## config.mk

```make
export PLATFORM = sky130hd
export DESIGN_NAME = apb_master_gen2
export DESIGN_NICKNAME = d
export VERILOG_FILES = /design/src/rtl/apb_pkg.sv /design/src/rtl/apb_wait_timer.sv /design/src/rtl/apb_master_gen2.sv
export SDC_FILE = /design/constraint.sdc
export NUM_CORES = 1
export LEC_CHECK = 0
export CORE_AREA = 2 2 102 104
export CTS_CLUSTER_SIZE = 20
export DETAILED_ROUTE_END_ITERATION = 6
export DIE_AREA = 0 0 104 106
export PLACE_DENSITY = 0.84
export SYNTH_ARGS = -nofsm -noshare
export SYNTH_HDL_FRONTEND = slang
export SYNTH_SLANG_ARGS = --single-unit
export TNS_END_PERCENT = 10
```

## constraint.sdc

```tcl
create_clock -name Pclk -period 1.99 [get_ports Pclk]
set_clock_uncertainty 0.05 [all_clocks]
set_input_delay 0.398 -clock Pclk [delete_from_list [all_inputs] [get_ports Pclk]]
set_output_delay 0.398 -clock Pclk [all_outputs]
set_load 0.005 [all_outputs]
```

## src/rtl/apb_pkg.sv

```systemverilog
// Shared types and defaults for the APB master and its wait timer.
package apb_pkg;

    typedef enum logic [1:0] {
        IDLE   = 2'd0,
        SETUP  = 2'd1,
        ACCESS = 2'd2
    } apb_state_e;

    localparam int DEFAULT_ADDR_W  = 8;
    localparam int DEFAULT_DATA_W  = 32;
    localparam int DEFAULT_TIMEOUT = 16;
    localparam int WAIT_CNT_W      = 8;

endpackage

```

## src/rtl/apb_wait_timer.sv

```systemverilog
// Counts ACCESS cycles with Pready low; flags the cycle that must abort the transfer.
module apb_wait_timer
    import apb_pkg::*;
#(
    parameter int TIMEOUT = DEFAULT_TIMEOUT
) (
    input  logic clk,
    input  logic rst_n,
    input  logic i_clear,
    input  logic i_enable,
    output logic o_expire
);

    localparam logic [WAIT_CNT_W-1:0] EXPIRE_AT = WAIT_CNT_W'(TIMEOUT - 1);

    logic [WAIT_CNT_W-1:0] r_count;

    // Clear wins over enable so a back-to-back SETUP always starts from zero.
    always_ff @(posedge clk or negedge rst_n) begin
        if (!rst_n) begin
            r_count <= '0;
        end else if (i_clear) begin
            r_count <= '0;
        end else if (i_enable) begin
            r_count <= r_count + WAIT_CNT_W'(1);
        end
    end

    assign o_expire = (r_count == EXPIRE_AT);

endmodule

```

## src/rtl/apb_master_gen2.sv

```systemverilog
// APB master: turns a valid/ready request stream into APB transfers with
// a per-transfer wait timeout and a one-cycle registered response.
module apb_master_gen2
    import apb_pkg::*;
#(
    parameter int ADDR_W  = DEFAULT_ADDR_W,
    parameter int DATA_W  = DEFAULT_DATA_W,
    parameter int TIMEOUT = DEFAULT_TIMEOUT
) (
    input  logic                Pclk,
    input  logic                Presetn,
    input  logic                req_valid,
    output logic                req_ready,
    input  logic [ADDR_W-1:0]   req_addr,
    input  logic                req_wr,
    input  logic [DATA_W-1:0]   req_wdata,
    input  logic [DATA_W/8-1:0] req_strb,
    output logic                rsp_valid,
    output logic [DATA_W-1:0]   rsp_rdata,
    output logic                rsp_err,
    output logic                rsp_timeout,
    output logic                Psel,
    output logic                Penable,
    output logic                Pwrite,
    output logic [ADDR_W-1:0]   Paddr,
    output logic [DATA_W-1:0]   PWdata,
    output logic [DATA_W/8-1:0] Pstrb,
    input  logic [DATA_W-1:0]   PRdata,
    input  logic                Pready,
    input  logic                Pslverr
);

    apb_state_e r_state;
    apb_state_e w_nextState;
    logic       w_expire;
    logic       w_inAccess;
    logic       w_done;
    logic       w_accept;

    assign w_inAccess = (r_state == ACCESS);
    assign w_done     = w_inAccess && (Pready || w_expire);
    assign req_ready  = (r_state == IDLE) || w_done;
    assign w_accept   = req_valid && req_ready;

    apb_wait_timer #(
        .TIMEOUT (TIMEOUT)
    ) u_timer (
        .clk      (Pclk),
        .rst_n    (Presetn),
        .i_clear  (w_accept),
        .i_enable (w_inAccess && !Pready),
        .o_expire (w_expire)
    );

    always_ff @(posedge Pclk or negedge Presetn) begin
        if (!Presetn) begin
            r_state <= IDLE;
        end else begin
            r_state <= w_nextState;
        end
    end

    always_comb begin
        w_nextState = r_state;
        case (r_state)
            IDLE:    if (req_valid) w_nextState = SETUP;
            SETUP:   w_nextState = ACCESS;
            ACCESS:  if (w_done) w_nextState = req_valid ? SETUP : IDLE;
            default: w_nextState = IDLE;
        endcase
    end

    // APB control follows the next state so Psel/Penable come straight from flops.
    always_ff @(posedge Pclk or negedge Presetn) begin
        if (!Presetn) begin
            Psel    <= 1'b0;
            Penable <= 1'b0;
            Pwrite  <= 1'b0;
            Paddr   <= '0;
            PWdata  <= '0;
            Pstrb   <= '0;
        end else begin
            Psel    <= (w_nextState != IDLE);
            Penable <= (w_nextState == ACCESS);
            if (w_accept) begin
                Pwrite <= req_wr;
                Paddr  <= req_addr;
                PWdata <= req_wr ? req_wdata : '0;
                Pstrb  <= req_wr ? req_strb : '0;
            end else if (w_done) begin
                Pwrite <= 1'b0;
                Paddr  <= '0;
                PWdata <= '0;
                Pstrb  <= '0;
            end
        end
    end

    // A completion with Pready low can only be the timeout abort.
    always_ff @(posedge Pclk or negedge Presetn) begin
        if (!Presetn) begin
            rsp_valid   <= 1'b0;
            rsp_rdata   <= '0;
            rsp_err     <= 1'b0;
            rsp_timeout <= 1'b0;
        end else begin
            rsp_valid <= w_done;
            if (w_done) begin
                rsp_err     <= Pslverr || !Pready;
                rsp_timeout <= !Pready;
                rsp_rdata   <= (Pready && !Pwrite) ? PRdata : '0;
            end
        end
    end

endmodule

```

**Word level (Yosys, flattened, before mapping)**

Cells that the tools add are included.

- Bits in registers: 92
- Input port bits: 82
- Output and inout port bits: 83

- Add/subtract/negate cells: 1
- Equality and inequality tests: 4
- Muxes and demuxes: 17
- Reduce and logical (&&, ||, !) cells: 13

Operators by type and width:

| kind | count |
|---|---|
| $mux W32 | 4 |
| $mux W8 | 4 |
| $mux W4 | 3 |
| $add A8 B1 Y8 const B | 1 |
| $eq A8 B4 Y1 const B | 1 |
| $pmux W2 S3 | 1 |
| $reduce_bool A2 Y1 | 3 |
| $eq A2 B2 Y1 const B | 2 |
| $logic_and A1 B1 Y1 | 4 |
| $mux W2 | 2 |
| $logic_or A1 B1 Y1 | 3 |
| $mux W1 | 3 |
| $eq A2 B1 Y1 const B | 1 |
| $logic_not A1 Y1 | 2 |
| $logic_not A2 Y1 | 1 |

**Longest topological paths before layout**

Gate-level depths: netlist of run 1.

- Depth after elaboration: 6
- Depth in mapped cells: 6

**Hierarchy**

A second synthesis of run 1 with hierarchy kept.

- Cells, all modules: 309
- Area, all modules: 3639.7 um^2

By module, submodules not included:

| module | times used | cells each | area an instance (um^2) | sequential area each (um^2) |
|---|---|---|---|---|
| apb_master_gen2 | 1 | 270 | 3245.6 | 2102.0 |
| apb_wait_timer | 1 | 39 | 394.1 | 200.2 |

**Least setup slack after synthesis of run 1**

No wires, ideal clock.

- Path type: register to register
- Start: reg u_timer.r_count[6]
- End: reg PWdata[0]
- Data arrival time: 1768 ps
- Data required time: 1819 ps
- Path slack: 51 ps
- Cell stages (with the launch flop): 7
- Path buffers: 2
- Clock period less this slack: 1939 ps
- Path through: dfrtp_1 -> nor4_4 -> a311oi_2 -> or3_1 -> buf_4 -> buf_6 -> a22o_1

- Longest elaborated chain between the ends: 6
- Elaborated cells on any way between the ends: 7

RTL lines:

| item | line | RTL |
|---|---|---|
| start, declared | apb_wait_timer.sv:16 | `logic [WAIT_CNT_W-1:0] r_count;` |
| start signal, assigned | apb_wait_timer.sv:25 | `r_count <= r_count + WAIT_CNT_W'(1);` |
| $eq A8 B4 Y1 * | apb_wait_timer.sv:29 | `assign o_expire = (r_count == EXPIRE_AT);` |
| $logic_or A1 B1 Y1 * | apb_master_gen2.sv:41 | `assign w_done = w_inAccess && (Pready \|\| w_expire);` |
| $logic_and A1 B1 Y1 * | apb_master_gen2.sv:41 |  |
| $logic_or A1 B1 Y1 | apb_master_gen2.sv:42 | `assign req_ready = (r_state == IDLE) \|\| w_done;` |
| $logic_and A1 B1 Y1 | apb_master_gen2.sv:43 | `assign w_accept = req_valid && req_ready;` |
| $mux W32 / $reduce_bool A2 Y1 (equally long branches) | n/a |  |
| end signal, assigned | apb_master_gen2.sv:88 | `PWdata <= req_wr ? req_wdata : '0;` |
| end, declared | apb_master_gen2.sv:26 | `output logic [DATA_W-1:0] PWdata,` |

Mark *: on every way between the ends. The rest lies on a longest branch, timed or not.
A chain may end at the register's enable or synchronous reset.

**Worst setup path after layout of run 1**

- Start: reg u_timer.r_count[6]
- End: reg PWdata[14]

The elaborated chain is that of the path after synthesis.

==> flow_metrics.tcl, run 1 <==
set metrics [dict create \
    synthAdderAreaFrac_pct 0.337 \
    ioPinCount 165 \
    netlist_area_mm2 0.00371 \
    drive_gt1_share_pct 13.3 \
    synth_top_family_by_area "compound AO/OA/AOI/OAI gates" \
    cts_buffers 9 \
    synthMuxAreaShare_pct 9.80 \
    yosysUniqueCellTypes 31 \
    cts_tree "done" \
    period_needed_ns 2.09 \
    slew_violations 0 \
    synthXorXnorAreaFrac_pct 1.65 \
    grt_first_pass_wirelength_mm 16.4 \
    track_usage_pct 19.0 \
    syn_area_per_cell_um2 12.4 \
    setup_violations 45 \
    ys_warn_count 0 \
    ir_drop_mv 0.485 \
    finalHoldViolations 0 \
    maxCapViolations 0 \
    die_h_um 106 \
    power.density_mw_per_mm2 1090 \
    cts_num_sinks 92 \
    ctsLongestPathBuffers 2 \
    synth_compound_area_share_pct 11.5 \
    status "finished with violations" \
    hold_class "in -> async" \
    synth_cells 300 \
    start_kind "flop" \
    portBuffers 164 \
    dp_hpwl_mm 7.20 \
    grt_max_degree 93 \
    grt-ovfl-total 0 \
    path_buf_inv 2 \
    antenna_found_initial 0 \
    period_share_pct 105 \
    fin_nets 573 \
    path_class "reg -> reg" \
    wl_per_cell_um 16.6 \
    layout_commonest_cell "clkdlybuf4s50_1" \
    yosys_register_bits 92 \
    p_leak_nw 2.66 \
    fmax_mhz 478 \
    pre_cts_ws_ns -0.516 \
    ant_nets 0 \
    wl_mm 10.5 \
    synth-simple-area-share_pct 8.18 \
    globalplace.congestion 0.812 \
    crit_chain "nor4_4, a311oi_4, buf_4, or3_4, buf_12, a22o_1" \
    arrival_ns 2.29 \
    fp.coreArea_mm2 0.0100 \
    filler_cell_count 831 \
    syn_nets 383 \
    fp.dieArea_mm2 0.0110 \
    layout-area-overhead-vs-synth_pct 62.4 \
    start_util_pct 37.1 \
    drtIter0Drc 98 \
    fin_ws_ns -0.102 \
    violations "setup timing" \
    cpMaxStageDelayCell "dfrtp_1" \
    worstSetupEndpointType "flop" \
    clk_pin_slew_worst_paths_ns 0.09 \
    max_stage_delay_ns 0.42 \
    ys_seq_area_share_pct 62.0 \
    grt_pass1_vias 3095 \
    clock_latency_ns 0.36 \
    cp.required_ns 2.18 \
    p_total_w 0.00657 \
    first_pass_iters 4 \
    critical-path-top-delay-family "simple AND/OR/NAND/NOR gates" \
    insertedDiodeCount 0 \
    vias_per_cell 4.80 \
    htree_levels 3 \
    cp_max_fo 23 \
    rsz0062_at_grt "yes" \
    clockRootBuffer "clkbuf_8" \
    final_cell_mix "162 x clkdlybuf4s50_1, 92 x dfrtp_1, 44 x a22o_1" \
    relSlewSlack_pct 65.1 \
    drc 0 \
    worst_slew_pin_slew_ns 0.523 \
    die_w_um 104 \
    rows 37 \
    route.vias.total 3027 \
]
-- report_power, final --
group,total (W),internal [W],switching (W),leakage (nW)
logic,0.00254,0.00161,0.000923,1.36
clock network,0.00128,0.000593,0.000688,0.0935
registers,0.00275,0.00243,0.000327,1.20
-- sequential cells by signal, indices dropped and copies added (netlist names), 2 cells and up --
register	count
PWdata	32
Paddr	8
Pstrb	4
r_state	2
rsp_rdata	32
u_timer.r_count	8
-- per-layer routing --
metal / global-route usage [%] / part of all wire, % / vias up
met1: 23.4 / 41 / 1519
li1: - / - / 1397
met4: 8.49 / 2.5 / 0
met2: 32.5 / 52 / 89
met5: 0 / 0 / -
met3: 3.86 / 4.3 / 22
-- synth_stat cells --
cell | number | share of area (%)
dfrtp_1 | 92 | 62
a22o_1 | 44 | 10
inv_1 | 35 | 3.5
nand2_1 | 35 | 3.5
mux2i_1 | 33 | 8.9
nor2_1 | 10 | 1.0
buf_2 | 8 | 1.1
xor2_1 | 6 | 1.4
clkbuf_1 | 5 | 0.51
buf_6 | 4 | 1.2
mux2_2 | 3 | 0.91
nand3_1 | 3 | 0.40
and2_1 | 2 | 0.34
nand4_1 | 2 | 0.34
nor3b_2 | 2 | 0.67
a21o_1 | 1 | 0.20
a21oi_1 | 1 | 0.13
a311oi_2 | 1 | 0.40
and3_1 | 1 | 0.17
and4_1 | 1 | 0.24
buf_4 | 1 | 0.20
ha_1 | 1 | 0.34
nand2b_1 | 1 | 0.17
nor2b_1 | 1 | 0.17
nor3_1 | 1 | 0.13
nor3_2 | 1 | 0.27
nor4_4 | 1 | 0.57
o211a_1 | 1 | 0.27
o21ai_0 | 1 | 0.13
or3_1 | 1 | 0.17
xnor2_1 | 1 | 0.24
-- per-stage QoR --
stage | util [%] | hold WS (ns) | cell area (um2) | TNS, ns | instances
6_report | 60.3 | 0.0218 | 6030 | -1.91 | 631
5_1_grt | 60.3 | 0.0679 | 6030 | -4.44 | 631
4_1_cts | 59.6 | 0.0397 | 5960 | -2.29 | 627
3_5_place_dp | 56.4 | 0.434 | 5640 | -19.90 | 605
3_3_place_gp | 56.4 | 0.428 | 5640 | -16.62 | 605
2_1_floorplan | - | 0.0524 | 3710 | 0 | 300
-- worst register-to-register path, stage by stage (launching register included) --
cell	delay, ns
dfrtp_1	0.42
nor4_4	0.36
a311oi_4	0.15
buf_4	0.18
or3_4	0.39
buf_12	0.18
a22o_1	0.26
-- area by class of cell --
type	count	area, um2	area share, %
clock buffers	10	128	2.12
clock inverters	6	71.3	1.18
inverters	35	131	2.18
multi-input cells	156	1240	20.6
flip-flops and latches	92	2300	38.2
well taps	136	170	2.82
repair buffers	196	1990	33.0
-- worst paths after layout --
| kind | startpoint | to | slack, ns | cells after the start |
|---|---|---|---|---|
| max in group asynchronous | Presetn | rsp_rdata[4] | 1.49 | 2 |
| setup reg to reg | u_timer.r_count[6] | PWdata[14] | -0.10 | 6 |
| setup / recovery | u_timer.r_count[6] | PWdata[14] | -0.10 | 6 |
| hold / removal | Presetn | Paddr[7] | 0.02 | 2 |
| min in group Pclk | Paddr[7] | Paddr[7] | 0.46 | 1 |
| hold reg to reg | Paddr[7] | Paddr[7] | 0.46 | 1 |
-- timing repair --
action                     4_1_cts  5_1_grt
hold buffers                     0        0
pin swaps                       38        5
setup endpoints to repair       46       59
setup buffers                    4        3
hold endpoints to repair         0        0
gates resized for setup         13        3
gates cloned                     2        1
-- kinds of logic (layout without fill, tap and decap cells) --
family,count (synthesis),after routing
flops,92,92
fa+ha+maj,1,1
simple gates,62,63
xor+xnor,7,7
mux,36,36
buf+inv,53,247
compound gates,49,49
(Power assumes the default switching activity.)
==> run 2: changes to the inputs <==
Settings changed: CAP_MARGIN from default to 20.
==> run 2 against run 1 <==
  * The run still ends with setup timing left
  * Utilization is 1.4 points higher
  * Global-route usage is 0.87 points higher
  * Non-clock buffer count is 6 higher
  * Final cell count is 0.79% higher
  * Largest cell class unchanged
==> flow_metrics.tcl, run 2 (synthesis gave the netlist of run 1 again) <==
set metrics [dict create \
    status "finished with violations" \
    violations "setup timing" \
    grt_max_degree 93 \
    cts_buffers 9 \
    vias_per_cell 4.73 \
    layout_commonest_cell "clkdlybuf4s50_1" \
    arrival_ns 2.37 \
    slew_violations 0 \
    path_class "reg -> reg" \
    ctsLongestPathBuffers 2 \
    clk_pin_slew_worst_paths_ns 0.09 \
    grt_first_pass_wirelength_mm 17.2 \
    drive_gt1_share_pct 14.0 \
    cp.required_ns 2.19 \
    fin_nets 578 \
    rows 37 \
    die_w_um 104 \
    grt-ovfl-total 0 \
    ioPinCount 165 \
    post_dp_cell_area_mm2 0.00566 \
    pre_cts_ws_ns -0.318 \
    largestRegisters "PWdata (32), rsp_rdata (32)" \
    wl_per_cell_um 16.5 \
    power.density_mw_per_mm2 1100 \
    cp_max_fo 6 \
    cts_tree "done" \
    setup_violations 46 \
    seqPwrFrac_pct 40.5 \
    final_cell_mix "162 x clkdlybuf4s50_1, 92 x dfrtp_1, 44 x a22o_1" \
    pwr-share-comb_pct 40.1 \
    route.vias.total 3008 \
    die_h_um 106 \
    layout-area-overhead-vs-synth_pct 66.1 \
    start_kind "flop" \
    fin_ws_ns -0.181 \
    hold_class "in -> async" \
    fp.dieArea_mm2 0.0110 \
    wl_mm 10.5 \
    fmax_mhz 461 \
    cts_num_sinks 92 \
    finalHoldViolations 0 \
    clockRootBuffer "clkbuf_8" \
    relSlewSlack_pct 66.2 \
    htree_levels 3 \
    internal_power_w 0.00479 \
    final_cell_area_mm2 0.00617 \
    pwr-share-clk_pct 19.4 \
    ir_drop_mv 0.411 \
    swShare_pct 29.4 \
    ant_nets 0 \
    insertedDiodeCount 0 \
    globalplace.congestion 0.812 \
    antenna_found_initial 0 \
    period_needed_ns 2.17 \
    maxCapViolations 0 \
    filler_cell_count 807 \
    netSwitchingPower_w 0.00200 \
    grt_pass1_vias 3227 \
    clock_latency_ns 0.36 \
    fp.coreArea_mm2 0.0100 \
    drc 0 \
    dp_hpwl_mm 7.26 \
    period_share_pct 109 \
    track_usage_pct 19.9 \
    worst_slew_pin_slew_ns 0.507 \
    post-route-util_pct 61.7 \
    p_leak_nw 2.74 \
    start_util_pct 37.1 \
    worstSetupEndpointType "flop" \
    portBuffers 164 \
    drtIter0Drc 94 \
    first_pass_iters 4 \
    rsz0062_at_grt "yes" \
]
[run 2: critical path, cell delays in order (launching register included)]
cell	delay [ns]
dfrtp_1	0.42
nor4_4	0.36
a311oi_4	0.14
buf_4	0.16
or3_4	0.40
buf_12	0.17
buf_16	0.14
a22o_1	0.22
[run 2: timing repair]
action                     4_1_cts  5_1_grt
pin swaps                       39        7
gates resized for setup         16        4
cloned                           6        0
setup buffers                    8        2
setup endpoints to repair       46       74
hold buffers                     0        0
[run 2: per-stage QoR]
stage	TNS (ns)	hold WS (ns)	std cells	total power [W]
after floorplan	0	0.0524	300	0.00358
after global placement	-16.62	0.428	605	0.00509
after detailed placement	-10.75	0.431	606	0.00522
after CTS	-9.70	0.0419	636	0.00687
after global routing	-9.11	0.0571	636	0.00718
final	-6.25	0.00262	636	0.00679
[run 2: final timing paths]
path                                          from           end  depth (start not counted)  slack (ns)
worst max-delay path            u_timer.r_count[6]     PWdata[8]                          7       -0.18
worst min-delay path                       Presetn      Paddr[7]                          2       0.003
worst max register to register  u_timer.r_count[6]     PWdata[8]                          7       -0.18
worst min register to register            Paddr[7]      Paddr[7]                          1        0.46
max in group asynchronous                  Presetn  rsp_rdata[2]                          2        1.48
min in group Pclk                         Paddr[7]      Paddr[7]                          1        0.46
[run 2: routing by layer]
layer	track usage [%]	vias up	wire, um
met2	34.0	83	5500
met1	23.9	1492	4170
met3	4.54	27	501
met5	0	-	0
li1	-	1406	-
met4	9.17	0	320
[run 2: power groups by stage]
| stage | registers (W) | clock network (W) | logic (W) |
|---|---|---|---|
| finish | 0.00275 | 0.00132 | 0.00272 |
| global route | 0.00282 | 0.00144 | 0.00291 |
| CTS | 0.00275 | 0.00135 | 0.00277 |
| detailed placement | 0.00278 | 0 | 0.00244 |
| global placement | 0.00275 | 0 | 0.00233 |
| floorplan | 0.00280 | 0 | 0.000785 |
[run 2: final cells by class]
type / count / area (um2) / share of cell area [%]
Sequential cell: 92 / 2300 / 37.3
Timing Repair Buffer: 202 / 2130 / 34.6
Multi-Input combinational cell: 155 / 1220 / 19.8
Tap cell: 136 / 170 / 2.76
Inverter: 35 / 131 / 2.13
Clock buffer: 9 / 124 / 2.01
Clock inverter: 7 / 83.8 / 1.36
==> run 3: changes to the inputs <==
Settings changed: CORE_AREA 2 2 102 104 to 2 2 103 105, DIE_AREA 0 0 104 106 to 0 0 105 107, PLACE_DENSITY 0.84 to 0.82, SYNTH_HIERARCHICAL from default to 1.
==> run 3 against run 2 <==
  * The flow still finishes with violations (setup timing)
  * Setup slack gained 0.029 ns
  * Via count is 3.5% higher
  * Maximum frequency up 1.4%
  * Critical endpoint is now PWdata[20]
  * Largest power group unchanged
  * Highest routed layer unchanged
==> flow_metrics.tcl, run 3 <==
set metrics [dict create \
    largestRegisters "PWdata (32), rsp_rdata (32)" \
    first_pass_iters 5 \
    reg2reg_to "PWdata[20]" \
    internal_power_w 0.00453 \
    ctsLongestPathBuffers 2 \
    status "finished with violations" \
    ioPinCount 165 \
    power.density_mw_per_mm2 1070 \
    synthMuxAreaShare_pct 0.825 \
    maxCapViolations 0 \
    pwr-share-clk_pct 23.9 \
    synth_top_family_by_area "compound AO/OA/AOI/OAI gates" \
    synth_cells 309 \
    max_stage_delay_ns 0.38 \
    rows 37 \
    path_buf_inv 2 \
    start_kind "flop" \
    fin_nets 568 \
    synth_common_cells "92 x dfrtp_1, 68 x o21ai_0, 44 x a22o_1" \
    drive_gt1_share_pct 10.4 \
    seqPwrFrac_pct 41.9 \
    relSlewSlack_pct 62.9 \
    setup_violations 46 \
    die_h_um 107 \
    tns_ns -5.41 \
    grt_first_pass_wirelength_mm 16.0 \
    synthXorXnorAreaFrac_pct 0.963 \
    yosysTopAreaCellShare_pct 63.3 \
    fmax_mhz 467 \
    holdWs_ns 0.459 \
    synthTopCellsByArea "dfrtp_1 63%, a22o_1 11%, o21ai_0 9.4%" \
    post_dp_cell_area_mm2 0.00552 \
    cts_buffers 9 \
    critical-path-top-delay-family "simple AND/OR/NAND/NOR gates" \
    worst_slew_pin_slew_ns 0.557 \
    cts_tree "done" \
    grt_pass1_vias 3152 \
    ys_seq_area_share_pct 63.3 \
    synth_compound_area_share_pct 21.1 \
    min_path_cells 1 \
    route.vias.total 3114 \
    clockRootBuffer "clkbuf_8" \
    fp.dieArea_mm2 0.0112 \
    track_usage_pct 17.7 \
    cp.required_ns 2.17 \
    crit_chain "ha_2, nand4b_1, nor4_4, nor3b_2, buf_4, or3_4, buf_12, a22o_1" \
    vias_per_cell 4.98 \
    cts_num_sinks 92 \
    yosys.area.top_type "dfrtp_1" \
    cp_max_fo 23 \
    htree_levels 3 \
    ir_drop_mv 0.551 \
    netlist_area_mm2 0.00364 \
    synth-simple-area-share_pct 8.80 \
    yosysUniqueCellTypes 31 \
    syn_nets 392 \
    hold_class "reg -> reg" \
    layout_commonest_cell "clkdlybuf4s50_1" \
    syn_area_per_cell_um2 11.8 \
    rr_startpoint "u_timer/r_count[0]" \
    drtIter0Drc 123 \
    clock_latency_ns 0.34 \
    cpMaxStageDelayCell "or3_4" \
    final_cell_area_mm2 0.00582 \
    grt-ovfl-total 0 \
    path_class "reg -> reg" \
    netSwitchingPower_w 0.00169 \
    insertedDiodeCount 0 \
    yosys_register_bits 92 \
    period_needed_ns 2.14 \
    worstHoldStart "Paddr[7]" \
    dp_hpwl_mm 6.96 \
    ys_async_sr_fraction_pct 100 \
    synth_ff_type "dfrtp_1" \
    layout-area-overhead-vs-synth_pct 59.9 \
    drc 0 \
    fp.coreArea_mm2 0.0101 \
    grt_max_degree 46 \
    pwr-share-comb_pct 34.2 \
    arrival_ns 2.32 \
    antenna_found_initial 0 \
    synthAdderAreaFrac_pct 0.344 \
    wl_mm 9.92 \
    clk_pin_slew_worst_paths_ns 0.09 \
    wl_per_cell_um 15.9 \
    ant_nets 0 \
    finalHoldViolations 0 \
    p_leak_nw 2.52 \
    worstSetupEndpointType "flop" \
    die_w_um 105 \
    yosysMostFrequentCell "dfrtp_1" \
    min_to "Paddr[7]" \
    fin_ws_ns -0.152 \
    ys_warn_count 6 \
    portBuffers 164 \
    swShare_pct 27.1 \
    violations "setup timing" \
    synth_edf_count 0 \
    filler_cell_count 862 \
    ff2ff_setup_slack_ns -0.15 \
    globalplace.congestion 0.770 \
    r2r_cells 8 \
    final_cell_mix "162 x clkdlybuf4s50_1, 92 x dfrtp_1, 58 x o21ai_0" \
    period_share_pct 108 \
    slew_violations 0 \
    rsz0062_at_grt "yes" \
    start_util_pct 36.1 \
]
run 3: changes by cell type in the layout (fill, tap and decap cells not counted), sizes merged, moves of 4 or more:
cell / before / now
mux2i: 33 / 3
o21ai: 1 / 68
inv: 38 / 1
a21oi: 1 / 5
buf: 39 / 27
run 3: repair_timing:
| item | 4_1_cts | 5_1_grt |
|---|---|---|
| endpoints found under the setup margin | 54 | 87 |
| setup buffers | 2 | 0 |
| pin swaps | 17 | 11 |
| endpoints found under the hold margin | 39 | 0 |
| gates cloned | 1 | 0 |
| hold buffers | 1 | 0 |
| resized for setup | 9 | 8 |
run 3: kinds of logic (layout without fill, tap and decap cells):
family                     Yosys count  in the layout
and+or+nand+nor                     64             64
AOI/OAI and AO/OA                  119            119
DFF                                 92             92
buffers and inverters               26            206
xor gates and xnor gates             4              4
muxes                                3              3
adders and majority gates            1              1
run 3: worst max-delay path by stage:
stage / start / to / slack, ns / cells past startpoint
3_3_place_gp: Pready / req_ready / -0.17 / 4
2_1_floorplan: u_timer/r_count[0] / PWdata[0] / -0.09 / 8
5_1_grt: u_timer/r_count[0] / Pstrb[2] / -0.23 / 8
3_5_place_dp: Pready / req_ready / -0.17 / 4
4_1_cts: u_timer/r_count[0] / PWdata[21] / -0.25 / 8
6_report: u_timer/r_count[0] / PWdata[20] / -0.15 / 8
run 3: final cells by class:
class	count	area [um2]	area share [%]
multi-input combinational	191	1200	20.6
clock buffer	11	141	2.43
inverter	1	3.75	0.0645
timing repair buffer	190	1910	32.7
sequential	92	2300	39.6
clock inverter	4	97.6	1.68
tap	136	170	2.92
run 3: power by group through the flow:
stage	sequential [W]	clock, W	combinational, W
2_1_floorplan	0.00266	0	0.000683
3_3_place_gp	0.00262	0	0.00202
3_5_place_dp	0.00263	0	0.00208
4_1_cts	0.00261	0.00153	0.00214
5_1_grt	0.00267	0.00161	0.00229
6_report	0.00261	0.00149	0.00213
run 3: per-layer routing:
| metal | track usage, % | share of wire [%] |
|---|---|---|
| met5 | 0 | 0 |
| met1 | 23.2 | 44 |
| met3 | 5.53 | 7.4 |
| met4 | 5.24 | 1.7 |
| met2 | 28.4 | 47 |
run 3: per-stage QoR:
step | util (%) | std cells | total power, W | worst slack [ns]
after floorplan | - | 309 | 0.00334 | -0.0880
after CTS | 57.7 | 625 | 0.00628 | -0.255
after global placement | 54.7 | 606 | 0.00464 | -0.168
after global routing | 57.7 | 625 | 0.00657 | -0.231
after detailed placement | 54.7 | 606 | 0.00471 | -0.175
final | 57.7 | 625 | 0.00622 | -0.152
run 3: worst reg2reg max path, stage by stage (launching register included):
cell	delay [ns]
dfrtp_1	0.36
ha_2	0.19
nand4b_1	0.15
nor4_4	0.23
nor3b_2	0.10
buf_4	0.16
or3_4	0.38
buf_12	0.18
a22o_1	0.25
